==> src/rtl/output_requantizer_pkg.sv <==
// -----------------------------------------------------------------------------
// output_requantizer_pkg
//   Shared definitions for the output requantizer slice: default widths, FSM
//   state encodings, saturation limits and the requantize function used on the
//   capture path.
//
//   Build option: OUTPUT_REQUANTIZER_ROUND_EN
//     defined   -> round-half-up (add 2^(SHIFT-1) before the arithmetic shift)
//     undefined -> truncation (floor), no adder in the path
// -----------------------------------------------------------------------------
package output_requantizer_pkg;

    localparam int unsigned DWIDTH_DEF  = 16;
    localparam int unsigned DDWIDTH_DEF = 2 * DWIDTH_DEF;
    localparam int unsigned SHIFT_DEF   = 15;

    // Requantize arithmetic is done at a fixed wide width so one function
    // serves any legal parameter set; constant arguments let synthesis trim
    // the unused upper bits, which are pure sign copies.
    localparam int unsigned CALC_W = 64;
    localparam logic signed [CALC_W-1:0] ONE = 1;

    typedef enum logic {
        I_IDLE,
        I_ACK
    } in_state_e;

    typedef enum logic [1:0] {
        O_IDLE,
        O_REQ,
        O_WAIT
    } out_state_e;

    typedef struct packed {
        logic                     sat;
        logic signed [CALC_W-1:0] value;
    } rq_result_t;

    // Saturation limits of a signed dwidth-bit result: 2^(w-1)-1 and -2^(w-1).
    function automatic logic signed [CALC_W-1:0] sat_max(input int unsigned dwidth);
        return (ONE <<< (dwidth - 1)) - ONE;
    endfunction

    function automatic logic signed [CALC_W-1:0] sat_min(input int unsigned dwidth);
        return -(ONE <<< (dwidth - 1));
    endfunction

    // x must already be sign-extended to CALC_W bits.
    function automatic rq_result_t requantize(input logic signed [CALC_W-1:0] x,
                                              input int unsigned              shift,
                                              input int unsigned              dwidth);
        rq_result_t               res;
        logic signed [CALC_W-1:0] r;
`ifdef OUTPUT_REQUANTIZER_ROUND_EN
        logic signed [CALC_W-1:0] half;
        half = ONE <<< (shift - 1);
        r    = (x + half) >>> shift;
`else
        r    = x >>> shift;
`endif
        if (r > sat_max(dwidth)) begin
            res.sat   = 1'b1;
            res.value = sat_max(dwidth);
        end else if (r < sat_min(dwidth)) begin
            res.sat   = 1'b1;
            res.value = sat_min(dwidth);
        end else begin
            res.sat   = 1'b0;
            res.value = r;
        end
        return res;
    endfunction

endpackage

==> src/rtl/output_requantizer_if.sv <==
// -----------------------------------------------------------------------------
// output_requantizer_if
//   Both 4-phase req/ack handshakes of the requantizer plus its status outputs.
//   Vectors are declared [0:N-1] so bit 0 is the MSB.
//
//   master : the environment (filter producer + sink)
//   slave  : output_requantizer
//     req_in/data_in  -> sample from the filter, data stable while req_in high
//     ack_in          <- sample accepted
//     req_out         <- data_out/sat_flag valid for the sink
//     ack_out         -> sink has taken data_out
//     level           <- FIFO occupancy 0..DEPTH
// -----------------------------------------------------------------------------
interface output_requantizer_if
    import output_requantizer_pkg::*;
#(
    parameter int unsigned DWIDTH  = DWIDTH_DEF,
    parameter int unsigned DDWIDTH = 2 * DWIDTH,
    parameter int unsigned AWIDTH  = 2
);
    logic               req_in;
    logic               ack_in;
    logic [0:DDWIDTH-1] data_in;
    logic               req_out;
    logic               ack_out;
    logic [0:DWIDTH-1]  data_out;
    logic               sat_flag;
    logic [AWIDTH:0]    level;

    modport master (
        output req_in, data_in, ack_out,
        input  ack_in, req_out, data_out, sat_flag, level
    );

    modport slave (
        input  req_in, data_in, ack_out,
        output ack_in, req_out, data_out, sat_flag, level
    );
endinterface

==> src/rtl/output_requantizer_sample_fifo.sv <==
// -----------------------------------------------------------------------------
// sample_fifo
//   Synchronous FIFO, DEPTH entries of WIDTH bits (DEPTH a power of two).
//   rdata shows the head entry combinationally; pop advances past it.
//   Simultaneous push and pop leave level unchanged. full/empty are derived
//   from level. Callers never push when full nor pop when empty.
//
//   clk, rst (sync, active-high)
//   push, wdata   -> write at tail
//   pop, rdata    -> head entry / advance head
//   full, empty, level
// -----------------------------------------------------------------------------
module sample_fifo #(
    parameter int unsigned WIDTH  = 17,
    parameter int unsigned DEPTH  = 4,
    parameter int unsigned AWIDTH = 2
) (
    input  logic              clk,
    input  logic              rst,
    input  logic              push,
    input  logic [WIDTH-1:0]  wdata,
    input  logic              pop,
    output logic [WIDTH-1:0]  rdata,
    output logic              full,
    output logic              empty,
    output logic [AWIDTH:0]   level
);
    logic [WIDTH-1:0]  mem_q [DEPTH];
    logic [AWIDTH-1:0] wr_ptr_q, wr_ptr_d;
    logic [AWIDTH-1:0] rd_ptr_q, rd_ptr_d;
    logic [AWIDTH:0]   level_q, level_d;

    always_comb begin
        wr_ptr_d = wr_ptr_q;
        rd_ptr_d = rd_ptr_q;
        level_d  = level_q;
        // Pointers are AWIDTH bits wide, so the increment wraps modulo DEPTH.
        if (push) wr_ptr_d = wr_ptr_q + AWIDTH'(1);
        if (pop)  rd_ptr_d = rd_ptr_q + AWIDTH'(1);
        case ({push, pop})
            2'b10:   level_d = level_q + (AWIDTH+1)'(1);
            2'b01:   level_d = level_q - (AWIDTH+1)'(1);
            default: level_d = level_q;
        endcase
    end

    always_ff @(posedge clk) begin
        if (rst) begin
            wr_ptr_q <= '0;
            rd_ptr_q <= '0;
            level_q  <= '0;
        end else begin
            wr_ptr_q <= wr_ptr_d;
            rd_ptr_q <= rd_ptr_d;
            level_q  <= level_d;
        end
    end

    // NOTE: storage is deliberately not reset; level==0 already marks every
    // entry invalid, and leaving it out keeps the array as plain RAM.
    always_ff @(posedge clk) begin
        if (push) mem_q[wr_ptr_q] <= wdata;
    end

    assign rdata = mem_q[rd_ptr_q];
    assign level = level_q;
    assign full  = (level_q == (AWIDTH+1)'(DEPTH));
    assign empty = (level_q == '0);

endmodule

==> src/rtl/output_requantizer.sv <==
// -----------------------------------------------------------------------------
// output_requantizer
//   Accepts DDWIDTH-bit accumulator samples from the FIR stage over a 4-phase
//   req/ack handshake, shifts right by SHIFT, saturates to DWIDTH bits, buffers
//   the result (plus its saturation bit) in a DEPTH-entry FIFO and offers it to
//   the sink over a second 4-phase handshake.
//
//   Ports: clk, rst (sync, active-high), bus (output_requantizer_if.slave:
//   req_in/ack_in/data_in, req_out/ack_out/data_out/sat_flag, level).
//
//   Build option: OUTPUT_REQUANTIZER_ROUND_EN selects round-half-up instead of
//   truncation; saturation, ports and timing are the same in both builds.
// -----------------------------------------------------------------------------
module output_requantizer
    import output_requantizer_pkg::*;
#(
    parameter int unsigned DWIDTH  = DWIDTH_DEF,
    parameter int unsigned DDWIDTH = 2 * DWIDTH,
    parameter int unsigned SHIFT   = SHIFT_DEF,
    parameter int unsigned DEPTH   = 4,
    parameter int unsigned AWIDTH  = 2
) (
    input  logic                 clk,
    input  logic                 rst,
    output_requantizer_if.slave  bus
);
    // ---------------- capture path ----------------
    logic signed [DDWIDTH-1:0] sample_in;
    logic signed [CALC_W-1:0]  sample_ext;
    rq_result_t                rq;
    logic [DWIDTH:0]           fifo_wdata;
    logic                      unused_rq_hi;

    // [0:N-1] and [N-1:0] vectors share numeric value; only the index names differ.
    assign sample_in  = bus.data_in;
    assign sample_ext = {{(CALC_W-DDWIDTH){sample_in[DDWIDTH-1]}}, sample_in};
    assign rq         = requantize(sample_ext, SHIFT, DWIDTH);
    assign fifo_wdata = {rq.sat, rq.value[DWIDTH-1:0]};
    // After clipping, the bits above DWIDTH only repeat the sign.
    assign unused_rq_hi = ^rq.value[CALC_W-1:DWIDTH];

    // ---------------- FIFO ----------------
    logic              push, pop;
    logic [DWIDTH:0]   fifo_rdata;
    logic              fifo_full, fifo_empty;
    logic [AWIDTH:0]   fifo_level;

    sample_fifo #(
        .WIDTH  (DWIDTH + 1),
        .DEPTH  (DEPTH),
        .AWIDTH (AWIDTH)
    ) u_fifo (
        .clk   (clk),
        .rst   (rst),
        .push  (push),
        .wdata (fifo_wdata),
        .pop   (pop),
        .rdata (fifo_rdata),
        .full  (fifo_full),
        .empty (fifo_empty),
        .level (fifo_level)
    );

    // ---------------- input FSM ----------------
    in_state_e in_state_q, in_state_d;
    logic      ack_in_q, ack_in_d;

    always_comb begin
        // NOTE: every output of this block gets a default first, so no path
        // leaves a signal unassigned and no latch is inferred.
        in_state_d = in_state_q;
        ack_in_d   = ack_in_q;
        push       = 1'b0;
        case (in_state_q)
            I_IDLE: begin
                // Full is judged on this cycle's level: a pop at the same
                // edge only frees the slot for the next cycle.
                if (bus.req_in && !fifo_full) begin
                    push       = 1'b1;
                    ack_in_d   = 1'b1;
                    in_state_d = I_ACK;
                end
            end
            I_ACK: begin
                if (!bus.req_in) begin
                    ack_in_d   = 1'b0;
                    in_state_d = I_IDLE;
                end
            end
            default: begin
                ack_in_d   = 1'b0;
                in_state_d = I_IDLE;
            end
        endcase
    end

    // ---------------- output FSM ----------------
    out_state_e        out_state_q, out_state_d;
    logic              req_out_q, req_out_d;
    logic [DWIDTH-1:0] data_out_q, data_out_d;
    logic              sat_q, sat_d;

    always_comb begin
        out_state_d = out_state_q;
        req_out_d   = req_out_q;
        data_out_d  = data_out_q;
        sat_d       = sat_q;
        pop         = 1'b0;
        case (out_state_q)
            O_IDLE: begin
                if (!fifo_empty) begin
                    pop                 = 1'b1;
                    {sat_d, data_out_d} = fifo_rdata;
                    req_out_d           = 1'b1;
                    out_state_d         = O_REQ;
                end
            end
            O_REQ: begin
                if (bus.ack_out) begin
                    req_out_d   = 1'b0;
                    out_state_d = O_WAIT;
                end
            end
            O_WAIT: begin
                if (!bus.ack_out) out_state_d = O_IDLE;
            end
            default: begin
                req_out_d   = 1'b0;
                out_state_d = O_IDLE;
            end
        endcase
    end

    // ---------------- state registers ----------------
    // NOTE: sequential state uses non-blocking assignments so every flop
    // samples its _d value from before the edge, independent of statement order.
    always_ff @(posedge clk) begin
        if (rst) begin
            in_state_q  <= I_IDLE;
            ack_in_q    <= 1'b0;
            out_state_q <= O_IDLE;
            req_out_q   <= 1'b0;
            data_out_q  <= '0;
            sat_q       <= 1'b0;
        end else begin
            in_state_q  <= in_state_d;
            ack_in_q    <= ack_in_d;
            out_state_q <= out_state_d;
            req_out_q   <= req_out_d;
            data_out_q  <= data_out_d;
            sat_q       <= sat_d;
        end
    end

    assign bus.ack_in   = ack_in_q;
    assign bus.req_out  = req_out_q;
    assign bus.data_out = data_out_q;
    assign bus.sat_flag = sat_q;
    assign bus.level    = fifo_level;

endmodule
==> src/flat_wrapper.sv <==
// flat-port wrapper written by rule: the top's interface ports become plain ports
module output_requantizer_flat import output_requantizer_pkg::*;
#(
    parameter int unsigned DWIDTH  = DWIDTH_DEF,
    parameter int unsigned DDWIDTH = 2 * DWIDTH,
    parameter int unsigned SHIFT   = SHIFT_DEF,
    parameter int unsigned DEPTH   = 4,
    parameter int unsigned AWIDTH  = 2
)
  (clk, rst, bus_req_in, bus_data_in, bus_ack_out, bus_ack_in, bus_req_out, bus_data_out, bus_sat_flag, bus_level);
  output_requantizer_if #(.DWIDTH(DWIDTH), .DDWIDTH(DDWIDTH), .AWIDTH(AWIDTH)) bus_i ();
  input  logic clk;
  input  logic rst;
  input wire logic [$bits(bus_i.req_in)-1:0] bus_req_in;
  input wire logic [$bits(bus_i.data_in)-1:0] bus_data_in;
  input wire logic [$bits(bus_i.ack_out)-1:0] bus_ack_out;
  output wire logic [$bits(bus_i.ack_in)-1:0] bus_ack_in;
  output wire logic [$bits(bus_i.req_out)-1:0] bus_req_out;
  output wire logic [$bits(bus_i.data_out)-1:0] bus_data_out;
  output wire logic [$bits(bus_i.sat_flag)-1:0] bus_sat_flag;
  output wire logic [$bits(bus_i.level)-1:0] bus_level;
  assign bus_i.req_in = bus_req_in;
  assign bus_i.data_in = bus_data_in;
  assign bus_i.ack_out = bus_ack_out;
  assign bus_ack_in = bus_i.ack_in;
  assign bus_req_out = bus_i.req_out;
  assign bus_data_out = bus_i.data_out;
  assign bus_sat_flag = bus_i.sat_flag;
  assign bus_level = bus_i.level;
  output_requantizer #(.DWIDTH(DWIDTH), .DDWIDTH(DDWIDTH), .SHIFT(SHIFT), .DEPTH(DEPTH), .AWIDTH(AWIDTH)) u_core (.clk(clk), .rst(rst), .bus(bus_i));
endmodule
==> config.mk <==
export PLATFORM = sky130hd
export DESIGN_NAME = output_requantizer_flat
export DESIGN_NICKNAME = d
export VERILOG_FILES = /design/src/rtl/output_requantizer_pkg.sv /design/src/rtl/output_requantizer_if.sv /design/src/rtl/output_requantizer_sample_fifo.sv /design/src/rtl/output_requantizer.sv /design/src/flat_wrapper.sv
export SDC_FILE = /design/constraint.sdc
export NUM_CORES = 1
export LEC_CHECK = 0
export ABC_AREA = 0
export BUFFER_PORTS_ARGS = -buffer_cell sky130_fd_sc_hd__buf_2
export CAP_MARGIN = 20
export CORE_MARGIN = 4
export CORE_UTILIZATION = 53
export CTS_BUF_LIST = sky130_fd_sc_hd__clkbuf_8
export DETAILED_ROUTE_END_ITERATION = 10
export GPL_TIMING_DRIVEN = 0
export PLACE_DENSITY = 0.78
export SLEW_MARGIN = 20
export SYNTH_ARGS = -nofsm -noshare
export SYNTH_HDL_FRONTEND = slang
export SYNTH_SLANG_ARGS = --single-unit
export TNS_END_PERCENT = 10
==> constraint.sdc <==
create_clock -name clk -period 2.08 [get_ports clk]
set_input_delay 0.416 -clock clk [delete_from_list [all_inputs] [get_ports clk]]
set_output_delay 0.416 -clock clk [all_outputs]
set_load 0.02 [all_outputs]
## Word level (Yosys, flattened, before mapping)

Memory sizes are Yosys's and may differ from the RTL's. A register that Yosys moved wholly into a read port is not among the register bits.
Cells that the tools add are included.
Widths: inputs -> output; s select.

- Magnitude comparators: 2
- Add/sub/neg operators: 4
- Equal/unequal tests: 10
- Bitwise logic cells: 3
- Reduce and logical (&&, ||, !) cells: 9
- Multiplexer cells: 21

Operators by type and width:

| operator | number |
|---|---|
| $mux 65 | 2 |
| $gt 17x16->1 const B | 1 |
| $lt 17x16->1 const B | 1 |
| $mux 1 | 11 |
| $ne 2x2->1 const B | 4 |
| $mux 2 | 3 |
| $pmux 2 s3 | 1 |
| $pmux 3 s2 | 1 |
| $reduce_and 3->1 | 2 |
| $add 2x1->2 const B | 2 |
| $eq 2x1->1 const B | 2 |
| $eq 2x2->1 const B | 2 |
| $pmux 1 s2 | 2 |
| $reduce_and 2->1 | 2 |
| $add 3x1->3 const B | 1 |
| $eq 3x3->1 const B | 1 |
| $logic_not 3->1 | 1 |
| $not 1->1 | 3 |
| $pmux 1 s3 | 1 |
| $sub 3x1->3 const B | 1 |
| $logic_not 2->1 | 1 |
| $ne 2x1->1 const B | 1 |
| $reduce_bool 2->1 | 1 |
| $logic_and 1x1->1 | 1 |
| $logic_not 1->1 | 1 |

- Memories kept: 1
- Output and inout port bits: 22
- Memory bits (writable): 68
- Logic and storage cells: 57
- Bits of input ports: 36
- Bits in registers: 12

Memory list:

| memory | depth | bits a word | read ports | clocked after Yosys merged registers in | write ports | RTL line | RTL |
|---|---|---|---|---|---|---|---|
| u_core.u_fifo.mem_q | 4 | 17 | 1 | 1 | 1 | output_requantizer_sample_fifo.sv:28 | `logic [WIDTH-1:0] mem_q [DEPTH];` |

## Logic depth before layout (Yosys ltp)

- Depth after elaboration: 7
- Depth in mapped cells: 9
- Depth with buffers taken out: 9

## By module

Synthesis repeated with hierarchy kept, for this count alone.

- Cells, all modules: 282
- Area total of the unflattened synthesis: 3982.6 um^2

By module, submodules not included:

| module | area each (um^2) | cells each | times used | seq. area each (um^2) |
|---|---|---|---|---|
| sample_fifo | 2926.6 | 136 | 1 | 2222.1 |
| output_requantizer | 1056.0 | 146 | 1 | 440.4 |

## Worst setup path before layout

Ideal clock, no wire load.

- Path type: register -> register
- Start point: register u_core.u_fifo.level_q[2], in the netlist u_core.u_fifo.level[2]
- End point: register u_core.u_fifo.level_q[2], in the netlist u_core.u_fifo.level[2]
- Path buffers: 0
- Cell stages (with the launch flop): 10
- Path slack: -0.060 ns
- Data arrival time: 2.070 ns
- Setup time: 0.071 ns
- Required time: 2.009 ns
- Period minus slack after synthesis: 2.140 ns
- Cell sequence: dfxtp_1 -> nor3b_1 -> nor2_1 -> inv_1 -> ha_1 -> inv_1 -> fa_1 -> xor2_1 -> or3_1 -> a21oi_1

- Word-level cells in the longest chain between the ends: 7
- Elaborated cells on any way between the ends: 14
- Classes of those cells: 2 x add/sub; 3 x eq/ne; 5 x mux; 4 x reduce/logical

RTL lines:

| item | RTL line | RTL |
|---|---|---|
| start: declaration | output_requantizer_sample_fifo.sv:31 | `logic [AWIDTH:0] level_q, level_d;` |
| start signal: assignment | output_requantizer_sample_fifo.sv:55 | `level_q <= level_d;` |
| $eq 3x3->1 | output_requantizer_sample_fifo.sv:67 | `assign full = (level_q == (AWIDTH+1)'(DEPTH));` |
| $logic_not 1->1 | output_requantizer.sv:78 | `if (bus.req_in && !fifo_full) begin` |
| $logic_and 1x1->1 | output_requantizer.sv:78 |  |
| $mux 1 | output_requantizer.sv:78 |  |
| $mux 1 | output_requantizer.sv:74 | `case (in_state_q)` |
| $eq 2x1->1 or $eq 2x2->1 (tied branches) | output_requantizer_sample_fifo.sv:40 | `case ({push, pop})` |
| $pmux 3 s2 or $reduce_bool 2->1 (tied branches) | -- |  |

Parallel ways exist; a longest one is shown, timed or not.
A chain may end at the register's enable or synchronous reset.

## Final worst setup path

- Start point: register u_core.u_fifo.level_q[1], in the netlist u_core.u_fifo.level[1]
- End point: register u_core.u_fifo.level_q[2], in the netlist u_core.u_fifo.level[2]

- Elaborated cells on any way between the ends: 14
- Classes of those cells: 2 x add/sub; 3 x eq/ne; 5 x mux; 4 x reduce/logical

RTL lines:

| item | RTL line | RTL |
|---|---|---|
| $logic_not 3->1 (*) | output_requantizer_sample_fifo.sv:68 | `assign empty = (level_q == '0);` |
| $mux 1 (*) | output_requantizer.sv:111 | `if (!fifo_empty) begin` |
| $mux 1 (*) | output_requantizer.sv:109 | `case (out_state_q)` |
| via u_core.pop | output_requantizer.sv:43 | `logic push, pop;` |
| $eq 2x1->1 or $eq 2x2->1 (tied branches) | output_requantizer_sample_fifo.sv:40 |  |
| $pmux 3 s2 or $reduce_bool 2->1 (tied branches) | -- |  |

The timed path passes the listed nets; every way through them passes the cells marked *.

==> impl_metrics.xml <==
<?xml version="1.0" encoding="UTF-8"?>
<metrics>
  <group name="run_status">
    <metric name="status" unit="">finished, final reports clean</metric>
  </group>
  <group name="critical_path">
    <metric name="crit-reg2reg-capture" unit="">u_core.u_fifo.level[2]</metric>
    <metric name="endpoint" unit="">u_core.u_fifo.level[2]</metric>
    <metric name="worst_r2r_path_depth" unit="">9</metric>
    <metric name="critPathLaunch" unit="">u_core.u_fifo.level[1]</metric>
    <metric name="r2r_slack" unit="ns">0.06</metric>
    <metric name="critPathMaxFanout" unit="">6</metric>
    <metric name="timing.critical_path.to_type" unit="">flip-flop</metric>
    <metric name="crit_arrival" unit="ns">2.30</metric>
    <metric name="crit-reg2reg-launch" unit="">u_core.u_fifo.level[1]</metric>
    <metric name="critical_path_class" unit="">reg -&gt; reg</metric>
    <metric name="critPathRequiredTime" unit="ns">2.35</metric>
    <metric name="cp-start-kind" unit="">flip-flop</metric>
  </group>
  <group name="route">
    <metric name="drt-wirelength-per-cell" unit="um">17.9</metric>
    <metric name="drt_first_iter_violations" unit="">99</metric>
    <metric name="detailedRoute.firstPassIterationCount" unit="">4</metric>
    <metric name="route.detailed.vias_per_inst" unit="">5.41</metric>
    <metric name="detail-route-antenna-nets" unit="">0</metric>
    <metric name="via_count" unit="">2110</metric>
    <metric name="drc" unit="">0</metric>
    <metric name="finalWirelength" unit="mm">6.99</metric>
  </group>
  <group name="floorplanning">
    <metric name="die_h" unit="um">92.8</metric>
    <metric name="start_util" unit="%">55.4</metric>
    <metric name="placement_rows" unit="">30</metric>
    <metric name="floorplan.core_area" unit="sq mm">0.00687</metric>
    <metric name="dieArea" unit="sq mm">0.00861</metric>
    <metric name="io_pins" unit="">58</metric>
    <metric name="dieWidth" unit="um">92.8</metric>
  </group>
  <group name="timing">
    <metric name="timing.max_slew.rel_slack" unit="%">36.5</metric>
    <metric name="setup_tns" unit="ns">0</metric>
    <metric name="whs" unit="ns">0.326</metric>
    <metric name="layout_worst_path_cycle_share" unit="%">97.2</metric>
    <metric name="fin_crit" unit="ns">2.02</metric>
    <metric name="clock.fmax" unit="MHz">494</metric>
    <metric name="timing.final.max_slew_violations" unit="">0</metric>
    <metric name="final_critical_path_setup_slack" unit="ns">0.0575</metric>
    <metric name="final.setup_skew" unit="ns">0.0147</metric>
    <metric name="hold_violations" unit="">0</metric>
    <metric name="finalSetupViolations" unit="">0</metric>
    <metric name="max_slew.worst_pin.slew" unit="ns">0.953</metric>
  </group>
  <group name="synth">
    <metric name="synth.yosys.seq_area_share" unit="%">68.9</metric>
    <metric name="post-synth-top-area-fraction" unit="%">53.6</metric>
    <metric name="synth-main-ff-cell" unit="">sky130_fd_sc_hd__edfxtp_1</metric>
    <metric name="syn_nets" unit="">276</metric>
    <metric name="synth_top_area_cell" unit="">sky130_fd_sc_hd__edfxtp_1</metric>
    <metric name="synthesis.area_per_instance" unit="sq um">16.3</metric>
    <metric name="synth-edff-count" unit="">68</metric>
    <metric name="ys_async_sr_fraction" unit="%">0</metric>
    <metric name="synth_cell_types" unit="">39</metric>
    <metric name="post_synth_inst_count" unit="">234</metric>
    <metric name="yosys_warnings" unit="">0</metric>
    <metric name="netlist_area" unit="sq mm">0.00381</metric>
    <metric name="synth.area.top_cells" unit="">sky130_fd_sc_hd__edfxtp_1 54%, sky130_fd_sc_hd__dfxtp_1 15%, sky130_fd_sc_hd__mux4_2 10%, sky130_fd_sc_hd__a22o_2 4.2%, sky130_fd_sc_hd__nor2_1 2.7%</metric>
    <metric name="synth-seq-cells" unit="">97</metric>
  </group>
  <group name="placed_design">
    <metric name="globalplace.congestion" unit="">0.709</metric>
    <metric name="dp.final_hpwl" unit="mm">4.43</metric>
    <metric name="dpl_worst_slack" unit="ns">-0.208</metric>
    <metric name="portBuffers" unit="">40</metric>
    <metric name="dpl_cell_area" unit="sq mm">0.00413</metric>
  </group>
  <group name="global_route">
    <metric name="globalRouteTotalUtil" unit="%">17.5</metric>
    <metric name="grt_antenna_before_repair" unit="">0</metric>
    <metric name="grt_overflow" unit="">0</metric>
    <metric name="grt_start_max_net_pins" unit="">18</metric>
    <metric name="grt_pass1_wl" unit="mm">11.1</metric>
    <metric name="number_of_global_route_vias_before_repair" unit="">2131</metric>
  </group>
  <group name="clock_tree">
    <metric name="cts_root_buf" unit="">sky130_fd_sc_hd__clkbuf_8</metric>
    <metric name="htree_num_levels" unit="">3</metric>
    <metric name="post_cts_hold_buffer_count" unit="">0</metric>
    <metric name="numCtsBuffers" unit="">9</metric>
    <metric name="clock_tree_from_tritoncts" unit="">done</metric>
    <metric name="worst_setup_hold_path_clk_slew" unit="ns">0.09</metric>
    <metric name="clk_latency" unit="ns">0.36</metric>
    <metric name="clock_sinks" unit="">97</metric>
    <metric name="clk_path_buf_depth" unit="">2</metric>
  </group>
  <group name="finish">
    <metric name="antenna_cells" unit="">0</metric>
    <metric name="area.growth.synth_to_final" unit="%">14.9</metric>
    <metric name="area.sequential" unit="sq mm">0.00264</metric>
    <metric name="layout.core_utilization" unit="%">63.7</metric>
    <metric name="final_cell_area" unit="sq mm">0.00438</metric>
    <metric name="finalNetCount" unit="">331</metric>
    <metric name="drive_above_1_share" unit="%">39.8</metric>
    <metric name="multiInputGateArea" unit="sq mm">0.00112</metric>
    <metric name="filler_instances" unit="">505</metric>
  </group>
  <group name="job">
    <metric name="cap_violations" unit="">0</metric>
  </group>
  <group name="pwr">
    <metric name="p_leak" unit="uW">0.00159</metric>
    <metric name="vdd_drop_max" unit="mV">0.554</metric>
    <metric name="power_density" unit="mW/mm^2">1260</metric>
  </group>
  <group name="hold_path">
    <metric name="holdCritPathClass" unit="">in -&gt; reg</metric>
  </group>
</metrics>
logic make-up after synthesis:
group,Yosys count,share of synthesized area [%]
compound gates,34,7.29
xor+xnor,3,0.690
fa+ha+maj,12,3.75
buf+inv,22,2.60
flops,97,68.9
mux,17,10.1
simple gates,49,6.77
synthesized netlist by cell type, drive strengths merged, types with 2 or more instances:
| cell | instances |
|---|---|
| or3 | 2 |
| dfxtp | 29 |
| and3 | 4 |
| nor3b | 2 |
| buf | 7 |
| clkbuf | 5 |
| nand2 | 3 |
| o21ai | 4 |
| xor2 | 2 |
| edfxtp | 68 |
| a22o | 17 |
| maj3 | 6 |
| ha | 5 |
| nor2 | 27 |
| nor2b | 2 |
| nand3 | 2 |
| nor3 | 2 |
| inv | 9 |
| mux4 | 17 |
| a21oi | 9 |
how the worst min path moves through the flow:
stage                                      to                      start  cells after the start
floorplan           u_core.u_fifo.wr_ptr_q[0]  u_core.u_fifo.wr_ptr_q[0]                      2
global placement           u_core.bus.req_out         u_core.bus.req_out                      2
detailed placement          u_core.bus.ack_in          u_core.bus.ack_in                      1
CTS                     u_core.out_state_q[1]                bus_ack_out                      2
global route            u_core.out_state_q[1]                bus_ack_out                      2
finish                      u_core.in_state_q                 bus_req_in                      3
cells in the final DEF, fill, tap and decap left out, drive strengths merged:
master    synthesis  layout
a31o              1       1
fa                1       1
xor2              2       2
nor3b             2       2
clkbuf            5      14
clkinv            1       5
edfxtp           68      68
o21ai             4       4
clkinvlp          0       1
and3              4       4
nor2b             2       2
xnor2             1       1
a311oi            1       1
nand2b            1       1
or3               2       2
o21a              1       1
or3b              1       1
a22o             17      17
nor4              1       1
o31ai             1       1
nor3              2       2
ha                5       5
nor2             27      27
mux4             17      17
buf               7      51
inv               9      11
nand2             3       3
a21oi             9       9
maj3              6       6
nand3             2       2
or2               1       1
nand3b            1       1
dfxtp            29      29
worst max-delay path, cell delays in order (launching register included):
cell,delay (ns)
sky130_fd_sc_hd__dfxtp_4,0.38
sky130_fd_sc_hd__or3_4,0.40
sky130_fd_sc_hd__nand2_2,0.09
sky130_fd_sc_hd__inv_1,0.07
sky130_fd_sc_hd__ha_2,0.20
sky130_fd_sc_hd__inv_1,0.07
sky130_fd_sc_hd__fa_2,0.19
sky130_fd_sc_hd__xor2_1,0.07
sky130_fd_sc_hd__or3_1,0.34
sky130_fd_sc_hd__a21oi_2,0.14
per-stage QoR:
step / power [uW] / cells
finish: 5500 / 390
floorplan: 3890 / 234
detailed placement: 4360 / 370
global route: 5810 / 390
CTS: 5490 / 389
global placement: 4300 / 370
per-layer routing:
metal | track usage [%] | wire length, um
met3 | 4.47 | 319
met5 | 0 | 0
met4 | 6.59 | 114
met2 | 29.6 | 3610
met1 | 21.6 | 2940
report_power, final:
part | leakage [uW] | switching [uW] | internal (uW)
combinational | 0.000637 | 983 | 846
clock | 0.0000908 | 630 | 434
sequential | 0.000863 | 195 | 2410
total | 0.00159 | 1810 | 3690
sequential cells by signal, summed over array words and instances (netlist names):
register                flops
u_core.bus.req_out          1
u_core.bus.ack_in           1
u_core.bus.sat_flag         1
u_core.out_state_q          2
u_core.u_fifo.level         3
u_core.u_fifo.mem_q        68
u_core.u_fifo.rd_ptr_q      2
u_core.in_state_q           1
u_core.u_fifo.wr_ptr_q      2
u_core.bus.data_out        16
layout make-up:
| class | instances | area share, % |
|---|---|---|
| Buffer | 12 | 1.40 |
| Clock buffer | 9 | 2.83 |
| Clock inverter | 7 | 1.09 |
| Sequential cell | 97 | 60.3 |
| Timing Repair Buffer | 44 | 5.26 |
| Tap cell | 96 | 2.75 |
| Inverter | 10 | 0.858 |
| Multi-Input combinational cell | 115 | 25.6 |
what timing repair did:
action,4_1_cts,5_1_grt
pin swaps,1,2
buffers inserted,3,1
gates resized for setup,8,6
setup endpoints to repair,2,12
gates cloned,0,0
(Power assumes the default switching activity.)
